<file path="src/rtl/cfg_write_arbiter.sv">
// Round-robin arbiter sharing the config register write port among NUM_REQ requesters.
// Keeps a shadow of the programmed value and rejects mode changes while enabled.
module cfg_write_arbiter #(
  parameter int NUM_REQ  = 4,
  parameter int DATA_W   = 8,
  parameter int MODE_LSB = 0,
  parameter int MODE_W   = 2,
  parameter int EN_BIT   = 2,
  localparam int IDW     = (NUM_REQ > 1) ? $clog2(NUM_REQ) : 1
) (
  input  logic                      clk,
  input  logic                      rst,
  input  logic [NUM_REQ-1:0]        req_valid,
  input  logic [NUM_REQ*DATA_W-1:0] req_data,
  output logic [NUM_REQ-1:0]        req_ready,
  output logic                      resp_err,
  output logic                      cfg_wr_en,
  output logic [DATA_W-1:0]         cfg_wr_data,
  output logic [DATA_W-1:0]         cfg_shadow,
  output logic [IDW-1:0]            grant_id,
  output logic                      busy
);

  typedef enum logic [1:0] {IDLE, CHECK, WRITE, RESP} state_t;

  state_t state_q, state_d;

  logic [IDW-1:0]     last_q, last_d;
  logic [IDW-1:0]     grant_q, grant_d;
  logic [DATA_W-1:0]  capData_q, capData_d;
  logic               err_q, err_d;
  logic [DATA_W-1:0]  shadow_q, shadow_d;

  logic [NUM_REQ-1:0] ready_q, ready_d;
  logic               respErr_q, respErr_d;
  logic               wrEn_q, wrEn_d;
  logic [DATA_W-1:0]  wrData_q, wrData_d;
  logic               busy_q, busy_d;

  logic               anyReq;
  logic               illegal;
  logic               hiFound, loFound;
  logic [IDW-1:0]     hiIdx, loIdx, winner;
  logic [DATA_W-1:0]  winData;

  assign anyReq  = |req_valid;
  assign illegal = shadow_q[EN_BIT] & capData_q[EN_BIT] &
                   (capData_q[MODE_LSB +: MODE_W] != shadow_q[MODE_LSB +: MODE_W]);

  // Round-robin: lowest requester above the last winner, else lowest overall (wrap).
  always_comb begin
    hiFound = 1'b0;
    loFound = 1'b0;
    hiIdx   = '0;
    loIdx   = '0;
    winData = '0;
    for (int i = 0; i < NUM_REQ; i++) begin
      if (req_valid[i]) begin
        if (i > int'(last_q)) begin
          if (!hiFound) begin
            hiFound = 1'b1;
            hiIdx   = IDW'(i);
          end
        end else if (!loFound) begin
          loFound = 1'b1;
          loIdx   = IDW'(i);
        end
      end
    end
    winner = hiFound ? hiIdx : loIdx;
    for (int i = 0; i < NUM_REQ; i++) begin
      if (winner == IDW'(i)) begin
        winData = req_data[i*DATA_W +: DATA_W];
      end
    end
  end

  always_ff @(posedge clk) begin
    if (rst) begin
      state_q <= IDLE;
    end else begin
      state_q <= state_d;
    end
  end

  always_comb begin
    state_d = state_q;
    unique case (state_q)
      IDLE:    if (anyReq) state_d = CHECK;
      CHECK:   state_d = illegal ? RESP : WRITE;
      WRITE:   state_d = RESP;
      RESP:    state_d = IDLE;
      default: state_d = IDLE;
    endcase
  end

  // Transaction context: captured at grant so later requester changes cannot leak in.
  always_comb begin
    last_d    = last_q;
    grant_d   = grant_q;
    capData_d = capData_q;
    err_d     = err_q;
    shadow_d  = shadow_q;
    unique case (state_q)
      IDLE: begin
        if (anyReq) begin
          last_d    = winner;
          grant_d   = winner;
          capData_d = winData;
          err_d     = 1'b0;
        end
      end
      CHECK:   err_d    = illegal;
      WRITE:   shadow_d = capData_q;
      default: ;
    endcase
  end

  // Outputs are decoded from the upcoming state so every port comes straight from a flop.
  always_comb begin
    wrEn_d    = (state_d == WRITE);
    wrData_d  = wrEn_d ? capData_q : '0;
    busy_d    = (state_d != IDLE);
    respErr_d = (state_d == RESP) & err_d;
    ready_d   = '0;
    for (int i = 0; i < NUM_REQ; i++) begin
      ready_d[i] = (state_d == RESP) && (grant_q == IDW'(i));
    end
  end

  always_ff @(posedge clk) begin
    if (rst) begin
      last_q    <= IDW'(NUM_REQ - 1);
      grant_q   <= '0;
      capData_q <= '0;
      err_q     <= 1'b0;
      shadow_q  <= '0;
      ready_q   <= '0;
      respErr_q <= 1'b0;
      wrEn_q    <= 1'b0;
      wrData_q  <= '0;
      busy_q    <= 1'b0;
    end else begin
      last_q    <= last_d;
      grant_q   <= grant_d;
      capData_q <= capData_d;
      err_q     <= err_d;
      shadow_q  <= shadow_d;
      ready_q   <= ready_d;
      respErr_q <= respErr_d;
      wrEn_q    <= wrEn_d;
      wrData_q  <= wrData_d;
      busy_q    <= busy_d;
    end
  end

  assign req_ready   = ready_q;
  assign resp_err    = respErr_q;
  assign cfg_wr_en   = wrEn_q;
  assign cfg_wr_data = wrData_q;
  assign cfg_shadow  = shadow_q;
  assign grant_id    = grant_q;
  assign busy        = busy_q;

endmodule

</file>
<file path="config.mk">
export PLATFORM = sky130hd
export DESIGN_NAME = cfg_write_arbiter
export DESIGN_NICKNAME = d
export VERILOG_FILES = /design/src/rtl/cfg_write_arbiter.sv
export SDC_FILE = /design/constraint.sdc
export NUM_CORES = 1
export LEC_CHECK = 0
export ABC_AREA = 1
export ABC_CLOCK_PERIOD_IN_PS = 3200
export CORE_ASPECT_RATIO = 1.1
export CORE_MARGIN = 8
export CORE_UTILIZATION = 47
export DETAILED_ROUTE_END_ITERATION = 10
export GPL_TIMING_DRIVEN = 0
export HOLD_SLACK_MARGIN = 0.03
export PLACE_DENSITY = 0.84
export SETUP_SLACK_MARGIN = 0.4
export SLEW_MARGIN = 10
export SYNTH_ARGS = -nofsm -noshare
export SYNTH_HDL_FRONTEND = slang
export SYNTH_SLANG_ARGS = --single-unit
</file>
<file path="constraint.sdc">
create_clock -name clk -period 3.2 [get_ports clk]
set_input_delay 0.48 -clock clk [delete_from_list [all_inputs] [get_ports clk]]
set_output_delay 0.48 -clock clk [all_outputs]
set_load 0.005 [all_outputs]
</file>
==> tab_implementation.tex <==
\begin{tabular}{lr}
\hline
Metric & Value \\
\hline
\multicolumn{2}{l}{\textbf{Outcome}} \\
\quad Run status & completed \\
\multicolumn{2}{l}{\textbf{Global route}} \\
\quad Tot GR Track Use & $\sim$16\% \\
\quad Maximum number of pins on one net before global-route repair & 12 \\
\quad Global route total overflow & 0 \\
\quad Vias in the first global route & 1749 \\
\quad Number of antenna violations at the first check in global routing & 0 \\
\quad First-pass GRT wire length & between 7000 and 8000 µm \\
\multicolumn{2}{l}{\textbf{Floorplan}} \\
\quad Area of the placeable core & 0.00360 mm² \\
\quad DIE WIDTH & approximately 74 µm \\
\quad Overall die area & 0.00589 mm² \\
\quad FP Rows & 23 \\
\quad Overall die height & between 70 and 80 µm \\
\quad Starting utilization of the core area & 48.2\% \\
\quad Number of top-level pins & 63 \\
\multicolumn{2}{l}{\textbf{Place}} \\
\quad IO buf count & 62 \\
\quad Post-detail-place hpwl & between 3000 and 4000 µm \\
\quad RePlAce Congestion & between 0.8 and 0.9 \\
\quad DP Area & around 0.0024 mm² \\
\multicolumn{2}{l}{\textbf{STA}} \\
\quad Crit path time final & 2.03 ns \\
\quad Worst slew margin relative to its limit & between 50\% and 60\% \\
\quad Transition time at the pin with the least slew margin & 0.623 ns \\
\quad Skew final & 0.00476 ns \\
\quad Highest clock rate & roughly 490 MHz \\
\quad Share of the clock period used by the worst path & about 64\% \\
\quad Final setup violation count & 0 \\
\quad Hold violation total from the final report & 0 \\
\quad Final-layout setup total negative slack & 0 ns \\
\quad Number of pins with negative max-slew slack in the final report & 0 \\
\quad Unrepaired setup endpoints after global routing & false \\
\multicolumn{2}{l}{\textbf{Final layout}} \\
\quad Number of fill cells & just over 300 \\
\quad Antenna diode count & 0 \\
\quad Total number of nets in the final design & 328 \\
\quad Final design area excluding fillers & between 0.002 and 0.003 mm² \\
\quad Post-synthesis to final-layout area growth & 44.7\% \\
\quad Ratio of cells with drive above 1 in the final layout & roughly an eighth \\
\quad Footprint of the multi-input gates & roughly 830 µm² \\
\quad Register Area & around 760 µm² \\
\multicolumn{2}{l}{\textbf{Synthesis}} \\
\quad Synthesized net count & 259 \\
\quad Top post-synthesis cells by count & sky130\_fd\_sc\_hd\_\_nand2\_1 (40), sky130\_fd\_sc\_hd\_\_dfxtp\_1 (38), sky130\_fd\_sc\_hd\_\_nand3\_1 (20), sky130\_fd\_sc\_hd\_\_inv\_1 (19), sky130\_fd\_sc\_hd\_\_nand4\_1 (15) \\
\quad Library cell with the highest instance count after synthesis & sky130\_fd\_sc\_hd\_\_nand2\_1 \\
\quad Post-synthesis instance area & around 0.0017 mm² \\
\quad Unique cell type count in the Yosys netlist & 30 \\
\quad Async set-or-reset flop fraction in the synthesized netlist & 0\% \\
\quad Primary flip-flop cell chosen by synthesis mapping & sky130\_fd\_sc\_hd\_\_dfxtp\_1 \\
\quad FF+latch count, synth & 38 \\
\quad Sequential fraction of the synthesis area & 43.9\% \\
\quad Leading post-synthesis cells by cell area & sky130\_fd\_sc\_hd\_\_dfxtp\_1 (44\%), sky130\_fd\_sc\_hd\_\_nand2\_1 (8.7\%), sky130\_fd\_sc\_hd\_\_nand3\_1 (5.8\%) \\
\quad EDFF count, synth & 0 \\
\quad Number of synthesis warnings & 0 \\
\quad Area share of the leading cell type in the synthesized netlist & between 40\% and 50\% \\
\quad Post-synthesis cell count & roughly 220 \\
\quad Top cell type by total area after synthesis & sky130\_fd\_sc\_hd\_\_dfxtp\_1 \\
\quad Synthesized area per cell & around 8 µm² \\
\multicolumn{2}{l}{\textbf{CTS}} \\
\quad Maximum level of the CTS H-tree & 2 \\
\quad Count of cells resized by post-cts repair & 0 \\
\quad TritonCTS clock tree & done \\
\quad Buffers inserted during post-CTS setup optimization & 0 \\
\quad Cts-stage hold buffer count & 0 \\
\quad CTS Sinks & 38 \\
\quad Clock input transition at the sequential cells of the worst setup and hold paths & $\sim$0.070 ns \\
\quad Clock buffer count from CTS & 5 \\
\quad Latest clock arrival within the worst-skew pair & between 0.2 and 0.3 ns \\
\quad Number of buffers on the longest clock path & 2 \\
\quad CTS root buffer & sky130\_fd\_sc\_hd\_\_clkbuf\_8 \\
\multicolumn{2}{l}{\textbf{Worst setup path}} \\
\quad Worst path top cell family by delay & simple AND/OR/NAND/NOR gates \\
\quad Critical path class & primary input to flip-flop \\
\quad Critical path's most frequent cell & sky130\_fd\_sc\_hd\_\_nand2\_1 \\
\quad Sum of buffers and inverters on the critical path & 2 \\
\quad Cell-by-cell trace of the critical path & clkdlybuf4s50\_1 > inv\_1 > a21oi\_1 > o21ai\_4 > nand2\_4 > nor2\_4 > nand2\_1 > nand4\_1 > nand2\_1 > a21oi\_2 \\
\quad Crit-path max cell delay & 0.48 ns \\
\quad Kind of end point of the critical path & flip-flop \\
\quad Critical path required time & between 3 and 4 ns \\
\quad Kind of start point of the critical path & primary input \\
\quad Data arrival time of the critical path & around 2.3 ns \\
\quad Slowest stage cell, crit path & sky130\_fd\_sc\_hd\_\_clkdlybuf4s50\_1 \\
\quad Maximum fanout along the worst path & 9 \\
\multicolumn{2}{l}{\textbf{Detailed routing}} \\
\quad Number of design-rule violations left by the first detailed-router iteration & 108 \\
\quad Number of optimization iterations in the first detailed-route pass & 4 \\
\quad Residual DRC & 0 \\
\quad Antenna Nets Post-Route & 0 \\
\quad Post-detailed-route wirelength per cell & $\sim$13 µm \\
\quad Via total after detailed routing & between 1500 and 2000 \\
\quad Wire length reported by the detailed router & 4340 µm \\
\quad Vias/cell & slightly below 5 \\
\multicolumn{2}{l}{\textbf{Pwr}} \\
\quad Sequential share of power & approximately 37\% \\
\quad Power dissipated by switching net loads & 632 µW \\
\quad Relative contribution of combinational cells to total power & a little over two fifths \\
\quad Static Leakage & 1.00 nW \\
\quad Internal power contribution & 1.08 mW \\
\quad Power density relative to cell area & around 700 mW/mm² \\
\quad Part of the total power dissipated in the clock network & 19.0\% \\
\quad Highest ir drop seen on vdd & 0.270 mV \\
\quad Switch share & approximately 37\% \\
\multicolumn{2}{l}{\textbf{Worst hold path}} \\
\quad Path type of the worst min-delay path & flip-flop to flip-flop \\
\multicolumn{2}{l}{\textbf{Job}} \\
\quad Max Cap Viol & 0 \\
\hline
\end{tabular}
## cell families (layout without fill, tap and decap cells)
| logic type | Yosys count | count (layout) | synth area share (%) |
|---|---|---|---|
| buffers and inverters | 32 | 102 | 8.01 |
| AND/OR/NAND/NOR | 106 | 106 | 31.0 |
| XOR/XNOR | 2 | 2 | 1.01 |
| AO/OA/AOI/OAI | 37 | 37 | 14.0 |
| flip-flops | 38 | 38 | 43.9 |
| adder cells (fa/ha/maj) | 3 | 3 | 2.16 |
## path summary, 6_finish.rpt
kind | startpoint | to | slack, ns | cells past startpoint
setup / recovery | req_valid[3] | capData_q[4] | 1.17 | 10
hold / removal | capData_q[3] | cfg_wr_data[3] | 0.46 | 2
setup reg to reg | last_q[1] | capData_q[4] | 1.48 | 9
hold reg to reg | capData_q[3] | cfg_wr_data[3] | 0.46 | 2
## worst reg2reg max path: cells and delay by family (launching register included)
kind | cells | cell delay, ns
AND/OR/NAND/NOR | 5 | 0.63
flip-flops | 1 | 0.33
buffers and inverters | 1 | 0.13
AO/OA/AOI/OAI | 3 | 0.58
## layer usage
metal | wire, µm | global-route usage, %
met5 | 0 | 0
met4 | 82 | 8.00
met3 | 262 | 4.90
met2 | 2130 | 27.9
met1 | 1860 | 17.1
## layout make-up
| type | instances | share of cell area [%] |
|---|---|---|
| repair buffers | 62 | 24.7 |
| flip-flops and latches | 38 | 30.3 |
| well taps | 50 | 2.49 |
| inverters | 26 | 3.89 |
| clock inverters | 1 | 0.200 |
| clock buffers | 7 | 3.44 |
| multi-input cells | 148 | 33.3 |
| plain buffers | 6 | 1.65 |
## flip-flops by register name, summed over array words and instances, names as in the netlist
signal and cells:
busy 1, capData_q 8, cfg_shadow 8, cfg_wr_data 8, cfg_wr_en 1, err_q 1, grant_id 2, last_q 2
req_ready 4, resp_err 1, state_q 2
## power groups by stage
| stage | Clock (mW) | Combinational [mW] | Sequential, mW |
|---|---|---|---|
| after global placement | 0 | 0.730 | 0.649 |
| final | 0.325 | 0.749 | 0.641 |
| after CTS | 0.334 | 0.750 | 0.641 |
| after global routing | 0.358 | 0.832 | 0.656 |
| after detailed placement | 0 | 0.744 | 0.651 |
| after floorplan | 0 | 0.478 | 0.647 |
## cells in the final DEF, fill, tap and decap left out, types with 4 or more instances in the layout
cell,Yosys,final
sky130_fd_sc_hd__nor3_1,5,5
sky130_fd_sc_hd__dfxtp_1,38,38
sky130_fd_sc_hd__clkbuf_8,0,6
sky130_fd_sc_hd__inv_1,19,19
sky130_fd_sc_hd__nor2_1,13,13
sky130_fd_sc_hd__a21oi_2,7,7
sky130_fd_sc_hd__inv_2,6,6
sky130_fd_sc_hd__nand2_1,40,40
sky130_fd_sc_hd__a21oi_1,13,13
sky130_fd_sc_hd__clkbuf_1,3,4
sky130_fd_sc_hd__nand3_1,20,20
sky130_fd_sc_hd__o21ai_0,10,10
sky130_fd_sc_hd__nand4_1,15,15
sky130_fd_sc_hd__clkdlybuf4s50_1,0,62
## stage by stage
stage / std cells / hold WS (ns) / util (%) / worst slack (ns) / power, mW
after CTS: 338 / 0.458 / 69.7 / 1.19 / 1.72
final: 338 / 0.461 / 69.7 / 1.17 / 1.72
after global placement: 330 / 0.449 / 67.2 / 0.961 / 1.38
after floorplan: 218 / 0.427 / - / 1.66 / 1.12
after global routing: 338 / 0.487 / 69.7 / 1.06 / 1.85
after detailed placement: 330 / 0.446 / 67.2 / 0.943 / 1.40
No activity file was read; power rests on OpenSTA's default activity.
